[src/rtl/instruction_queue_if.sv]
// Fetch/decode handshake bundle for the instruction queue.
// The queue connects through the slave modport; the fetch/decode side uses master.
interface instruction_queue_if #(
    parameter int DEPTH = 4,
    parameter int XLEN  = 32
);
    localparam int CW = $clog2(DEPTH) + 1;

    logic            flush_in;
    logic            fetch_valid_in;
    logic [XLEN-1:0] fetch_pc_in;
    logic [XLEN-1:0] fetch_ins_in;
    logic            fetch_ready_out;
    logic            dec_valid_out;
    logic            dec_ready_in;
    logic [XLEN-1:0] dec_pc_out;
    logic [XLEN-1:0] dec_ins_out;
    logic [4:0]      opcode_out;
    logic [2:0]      funct3_out;
    logic [6:0]      funct7_out;
    logic [4:0]      rs1_out;
    logic [4:0]      rs2_out;
    logic [4:0]      rd_out;
    logic            ins_len_err_out;
    logic [CW-1:0]   count_out;

    modport slave (
        input  flush_in, fetch_valid_in, fetch_pc_in, fetch_ins_in, dec_ready_in,
        output fetch_ready_out, dec_valid_out, dec_pc_out, dec_ins_out,
               opcode_out, funct3_out, funct7_out, rs1_out, rs2_out, rd_out,
               ins_len_err_out, count_out
    );

    modport master (
        output flush_in, fetch_valid_in, fetch_pc_in, fetch_ins_in, dec_ready_in,
        input  fetch_ready_out, dec_valid_out, dec_pc_out, dec_ins_out,
               opcode_out, funct3_out, funct7_out, rs1_out, rs2_out, rd_out,
               ins_len_err_out, count_out
    );
endinterface

[src/rtl/instruction_queue.sv]
// Circular instruction queue between fetch and decode, with registered-only
// output path (no fall-through) and a NOP presented whenever it is empty.
module instruction_queue #(
    parameter int DEPTH = 4,
    parameter int XLEN  = 32
) (
    input  logic              clock_in,
    input  logic              reset_in,
    instruction_queue_if.slave bus
);
    localparam int PW = $clog2(DEPTH);
    localparam int CW = PW + 1;
    localparam logic [XLEN-1:0] NOP = XLEN'(32'h0000_0013);

    logic [XLEN-1:0] pc_mem  [DEPTH];
    logic [XLEN-1:0] ins_mem [DEPTH];
    logic [PW-1:0]   head;
    logic [PW-1:0]   tail;
    logic [CW-1:0]   count;
    logic            push;
    logic            pop;
    logic [XLEN-1:0] head_ins;

    // Handshake qualification; a full queue never accepts, even alongside a pop.
    always_comb begin
        bus.fetch_ready_out = (count < CW'(DEPTH));
        bus.dec_valid_out   = (count != '0);
        push = bus.fetch_valid_in && bus.fetch_ready_out;
        pop  = bus.dec_valid_out && bus.dec_ready_in;
    end

    // Pointer and occupancy update; reset beats flush, flush beats push/pop.
    always_ff @(posedge clock_in) begin
        if (reset_in || bus.flush_in) begin
            head  <= '0;
            tail  <= '0;
            count <= '0;
        end else begin
            if (push) tail <= tail + 1'b1;
            if (pop)  head <= head + 1'b1;
            if (push && !pop)      count <= count + 1'b1;
            else if (pop && !push) count <= count - 1'b1;
        end
    end

    // Entry storage is unreset; a write discarded by flush/reset is never visible.
    always_ff @(posedge clock_in) begin
        if (push) begin
            pc_mem[tail]  <= bus.fetch_pc_in;
            ins_mem[tail] <= bus.fetch_ins_in;
        end
    end

    // Decode view of the head entry, substituting a NOP when empty.
    always_comb begin
        head_ins        = bus.dec_valid_out ? ins_mem[head] : NOP;
        bus.dec_ins_out = head_ins;
        bus.dec_pc_out  = bus.dec_valid_out ? pc_mem[head] : '0;
        bus.opcode_out  = head_ins[6:2];
        bus.funct3_out  = head_ins[14:12];
        bus.funct7_out  = head_ins[31:25];
        bus.rs1_out     = head_ins[19:15];
        bus.rs2_out     = head_ins[24:20];
        bus.rd_out      = head_ins[11:7];
        bus.ins_len_err_out = bus.dec_valid_out && (head_ins[1:0] != 2'b11);
        bus.count_out   = count;
    end
endmodule

[src/flat_wrapper.sv]
// flat-port wrapper written by rule: the top's interface ports become plain ports
module instruction_queue_flat 
#(
    parameter int DEPTH = 4,
    parameter int XLEN  = 32
)
  (clock_in, reset_in, bus_flush_in, bus_fetch_valid_in, bus_fetch_pc_in, bus_fetch_ins_in, bus_dec_ready_in, bus_fetch_ready_out, bus_dec_valid_out, bus_dec_pc_out, bus_dec_ins_out, bus_opcode_out, bus_funct3_out, bus_funct7_out, bus_rs1_out, bus_rs2_out, bus_rd_out, bus_ins_len_err_out, bus_count_out);
  instruction_queue_if #(.DEPTH(DEPTH), .XLEN(XLEN)) bus_i ();
  input  logic clock_in;
  input  logic reset_in;
  input wire logic [$bits(bus_i.flush_in)-1:0] bus_flush_in;
  input wire logic [$bits(bus_i.fetch_valid_in)-1:0] bus_fetch_valid_in;
  input wire logic [$bits(bus_i.fetch_pc_in)-1:0] bus_fetch_pc_in;
  input wire logic [$bits(bus_i.fetch_ins_in)-1:0] bus_fetch_ins_in;
  input wire logic [$bits(bus_i.dec_ready_in)-1:0] bus_dec_ready_in;
  output wire logic [$bits(bus_i.fetch_ready_out)-1:0] bus_fetch_ready_out;
  output wire logic [$bits(bus_i.dec_valid_out)-1:0] bus_dec_valid_out;
  output wire logic [$bits(bus_i.dec_pc_out)-1:0] bus_dec_pc_out;
  output wire logic [$bits(bus_i.dec_ins_out)-1:0] bus_dec_ins_out;
  output wire logic [$bits(bus_i.opcode_out)-1:0] bus_opcode_out;
  output wire logic [$bits(bus_i.funct3_out)-1:0] bus_funct3_out;
  output wire logic [$bits(bus_i.funct7_out)-1:0] bus_funct7_out;
  output wire logic [$bits(bus_i.rs1_out)-1:0] bus_rs1_out;
  output wire logic [$bits(bus_i.rs2_out)-1:0] bus_rs2_out;
  output wire logic [$bits(bus_i.rd_out)-1:0] bus_rd_out;
  output wire logic [$bits(bus_i.ins_len_err_out)-1:0] bus_ins_len_err_out;
  output wire logic [$bits(bus_i.count_out)-1:0] bus_count_out;
  assign bus_i.flush_in = bus_flush_in;
  assign bus_i.fetch_valid_in = bus_fetch_valid_in;
  assign bus_i.fetch_pc_in = bus_fetch_pc_in;
  assign bus_i.fetch_ins_in = bus_fetch_ins_in;
  assign bus_i.dec_ready_in = bus_dec_ready_in;
  assign bus_fetch_ready_out = bus_i.fetch_ready_out;
  assign bus_dec_valid_out = bus_i.dec_valid_out;
  assign bus_dec_pc_out = bus_i.dec_pc_out;
  assign bus_dec_ins_out = bus_i.dec_ins_out;
  assign bus_opcode_out = bus_i.opcode_out;
  assign bus_funct3_out = bus_i.funct3_out;
  assign bus_funct7_out = bus_i.funct7_out;
  assign bus_rs1_out = bus_i.rs1_out;
  assign bus_rs2_out = bus_i.rs2_out;
  assign bus_rd_out = bus_i.rd_out;
  assign bus_ins_len_err_out = bus_i.ins_len_err_out;
  assign bus_count_out = bus_i.count_out;
  instruction_queue #(.DEPTH(DEPTH), .XLEN(XLEN)) u_core (.clock_in(clock_in), .reset_in(reset_in), .bus(bus_i));
endmodule
[config.mk]
export PLATFORM = sky130hd
export DESIGN_NAME = instruction_queue_flat
export DESIGN_NICKNAME = d
export VERILOG_FILES = /design/src/rtl/instruction_queue_if.sv /design/src/rtl/instruction_queue.sv /design/src/flat_wrapper.sv
export SDC_FILE = /design/constraint.sdc
export NUM_CORES = 1
export LEC_CHECK = 0
export ABC_AREA = 1
export CAP_MARGIN = 10
export CORE_MARGIN = 2
export CORE_UTILIZATION = 55
export DETAILED_ROUTE_END_ITERATION = 10
export PLACE_DENSITY = 0.81
export SETUP_SLACK_MARGIN = 0.3
export SYNTH_ARGS = -nofsm -noshare
export SYNTH_HDL_FRONTEND = slang
export SYNTH_SLANG_ARGS = --single-unit
[constraint.sdc]
create_clock -name clock_in -period 5.45 [get_ports clock_in]
set_input_delay 0.545 -clock clock_in [delete_from_list [all_inputs] [get_ports clock_in]]
set_output_delay 0.545 -clock clock_in [all_outputs]
set_load 0.05 [all_outputs]
==> metrics.cfg <==
[drt]
drc = 0
dr_wl_met3_mm = 1.65
drt_pre_antenna_iters = 4
final_antenna_net_count = 0
routed.top_layer = met4
drt_iter0_drc = 595
wl_per_cell_um = 16.0
route.vias.total = 6805
wirelength_mm = 21.2
vias_per_cell = 5.15
route.met2.wl_mm = 10.5
wl_met1_mm = 8.72

[placed_design]
portBuffers = 168
dp_hpwl_mm = 12.2
place_area_sq_um = 12400
dp_slack_ns = 1.85
place.gp.congestion = 0.749

[setup_path]
required_ns = 4.91
cp_data_arrival_time_ns = 3.58
end_kind = output port
start_kind = register
critPathKind = register to output port
cp_max_fo = 87

[synth]
syn_inst = 910
synthesis.area_sq_um = 10800
synth_top_area_cell = edfxtp_1
synth_commonest_cells = 267 x nand2_1, 256 x edfxtp_1, 136 x nor2_1
synth_warnings = 0
syn_avg_cell_area_sq_um = 11.8
syn_nets = 985
synth_area_leaders = edfxtp_1 71%, nand2_1 9.3%, nor2_1 4.7%, a21oi_1 3.0%, o21ai_0 2.6%
async_reset_ff_share_pct = 0
synth-seq-area-share_pct = 73.1
ys_ff_latch = 265
synthDominantCellAreaShare_pct = 71.4
yosysMostFrequentCell = nand2_1
yosysUniqueCellTypes = 22
synth_enable_flop_cells = 256
synth-main-ff-cell = edfxtp_1

[die]
chipHeight_um = 144
io_pins = 169
start_util_pct = 55.7
fp.dieW_um = 144
core-area_sq_um = 19300
design.die.area_sq_um = 20700
row_count = 51

[clocking]
cts_sinks = 265
cts_buffer_depth = 3
clk_pin_slew_worst_paths_ns = 0.06
ctsRootBufferMaster = clkbuf_16
cts_htree_levels = 1
ctsResizeCount = 0
cts_tree = built
insertion_delay_ns = 0.51
cts_setup_buffers = 0
cts_hold_buf = 0
numCtsBuffers = 25

[global_routing]
antenna_found_initial = 1
grt_pass1_vias = 6542
track_usage_pct = 20.6
grt_pass1_wl_mm = 32.9
grt_max_degree = 88
grt-ovfl-total = 0

[sta]
setup_viol = 0
clock-skew-final_ns = 0.00760
timing.fmax_ghz = 0.242
drv_slew = 0
period_share_pct = 75.7
final.setup.tns_ns = 0
layout_min_cycle_time_ns = 4.13
tightest_slew_ns = 1.04
rsz0062_at_grt = false
slew_headroom_pct = 30.5
setup_ws_ns = 1.32
finalHoldViolations = 0

[power_and_ir_drop]
powerDensity_nw_per_um2 = 384
p_leak_nw = 4.83
ir_drop_mv = 0.243

[layout]
area_delta_synth_final_pct = 22.6
drive_above_1_share_pct = 5.40
final_cell_area_sq_um = 13200
final_nets = 1113

[status]
outcome = finished clean

[worst_hold_path]
hold_class = register to register

[run]
drv_cap = 0

[state kept, by name, summed over array words and instances (netlist names), named ones only]
signal	cells
u_core.ins_mem	128
u_core.pc_mem	128
u_core.bus.count_out	3
u_core.head	2
u_core.tail	2
[routing by layer]
metal,up-vias,track usage (%)
met2,220,35.2
li1,3330,-
met1,3231,27.3
met5,-,0
met4,0,5.11
met3,24,4.23
[per-stage QoR]
stage | instances | power [mW] | hold slack (ns) | utilization [%]
floorplan | 910 | 3.09 | 0.448 | -
global placement | 1276 | 3.39 | 0.465 | 64.0
detailed placement | 1276 | 3.40 | 0.470 | 64.0
CTS | 1321 | 5.10 | 0.489 | 68.3
global route | 1321 | 5.25 | 0.519 | 68.3
finish | 1322 | 5.07 | 0.490 | 68.3
[kinds of logic (layout without fill, tap and decap cells)]
kind of cell,Yosys count,count (layout),synth area share (%)
fa+ha+maj,6,6,0.767
compound gates,131,131,6.11
flops,265,265,73.1
simple gates,414,414,14.6
buf+inv,93,239,5.38
xor+xnor,1,1,0.0814
other cells,0,1,0
[layout make-up]
cell class,instances,area (sq um)
Antenna cell,1,2.50
Clock buffer,36,707
Clock inverter,9,118
Fill cell,1361,6130
Inverter,16,65.1
Multi-Input combinational cell,552,2350
Sequential cell,265,7870
Tap cell,265,332
Timing Repair Buffer,178,1760
[worst max-delay path: stages, from the launching register on]
cell	delay (ns)
dfxtp_4	0.51
inv_4	0.63
buf_4	0.51
nand2_1	0.09
nand2_1	0.08
nand2_1	0.05
a21oi_1	0.26
clkdlybuf4s50_1	0.86
[path summary, 6_finish.rpt]
kind	startpoint	to	slack, ns	cells past startpoint
worst min register to register	u_core.head[0]	u_core.head[0]	0.49	2
worst max-delay path	register	bus_dec_ins_out[31]	1.32	7
worst min-delay path	u_core.head[0]	u_core.head[0]	0.49	2
worst max register to register	u_core.bus.count_out[2]	u_core.ins_mem[3][14]	2.92	4
[report_power, final]
| group | switching (mW) | internal [mW] |
|---|---|---|
| logic | 0.714 | 0.304 |
| registers | 0.0248 | 2.32 |
| clock network | 0.672 | 1.04 |
[layout by cell type, fill, tap and decap left out, types with 3 or more instances in the layout]
cell type | netlist | routed
buf_4 | 36 | 10
nand3_1 | 7 | 7
clkinv_2 | 0 | 4
a21oi_1 | 65 | 65
clkbuf_8 | 0 | 4
ha_1 | 5 | 5
nor2_1 | 136 | 132
o21ai_1 | 8 | 8
clkbuf_1 | 15 | 7
o21ai_0 | 57 | 57
nor2_4 | 0 | 4
clkbuf_16 | 0 | 25
bufinv_16 | 0 | 3
nand2_1 | 267 | 267
clkdlybuf4s50_1 | 0 | 168
inv_1 | 12 | 12
edfxtp_1 | 256 | 256
dfxtp_1 | 9 | 8
Note: power is estimated with default switching activity, not from simulation.
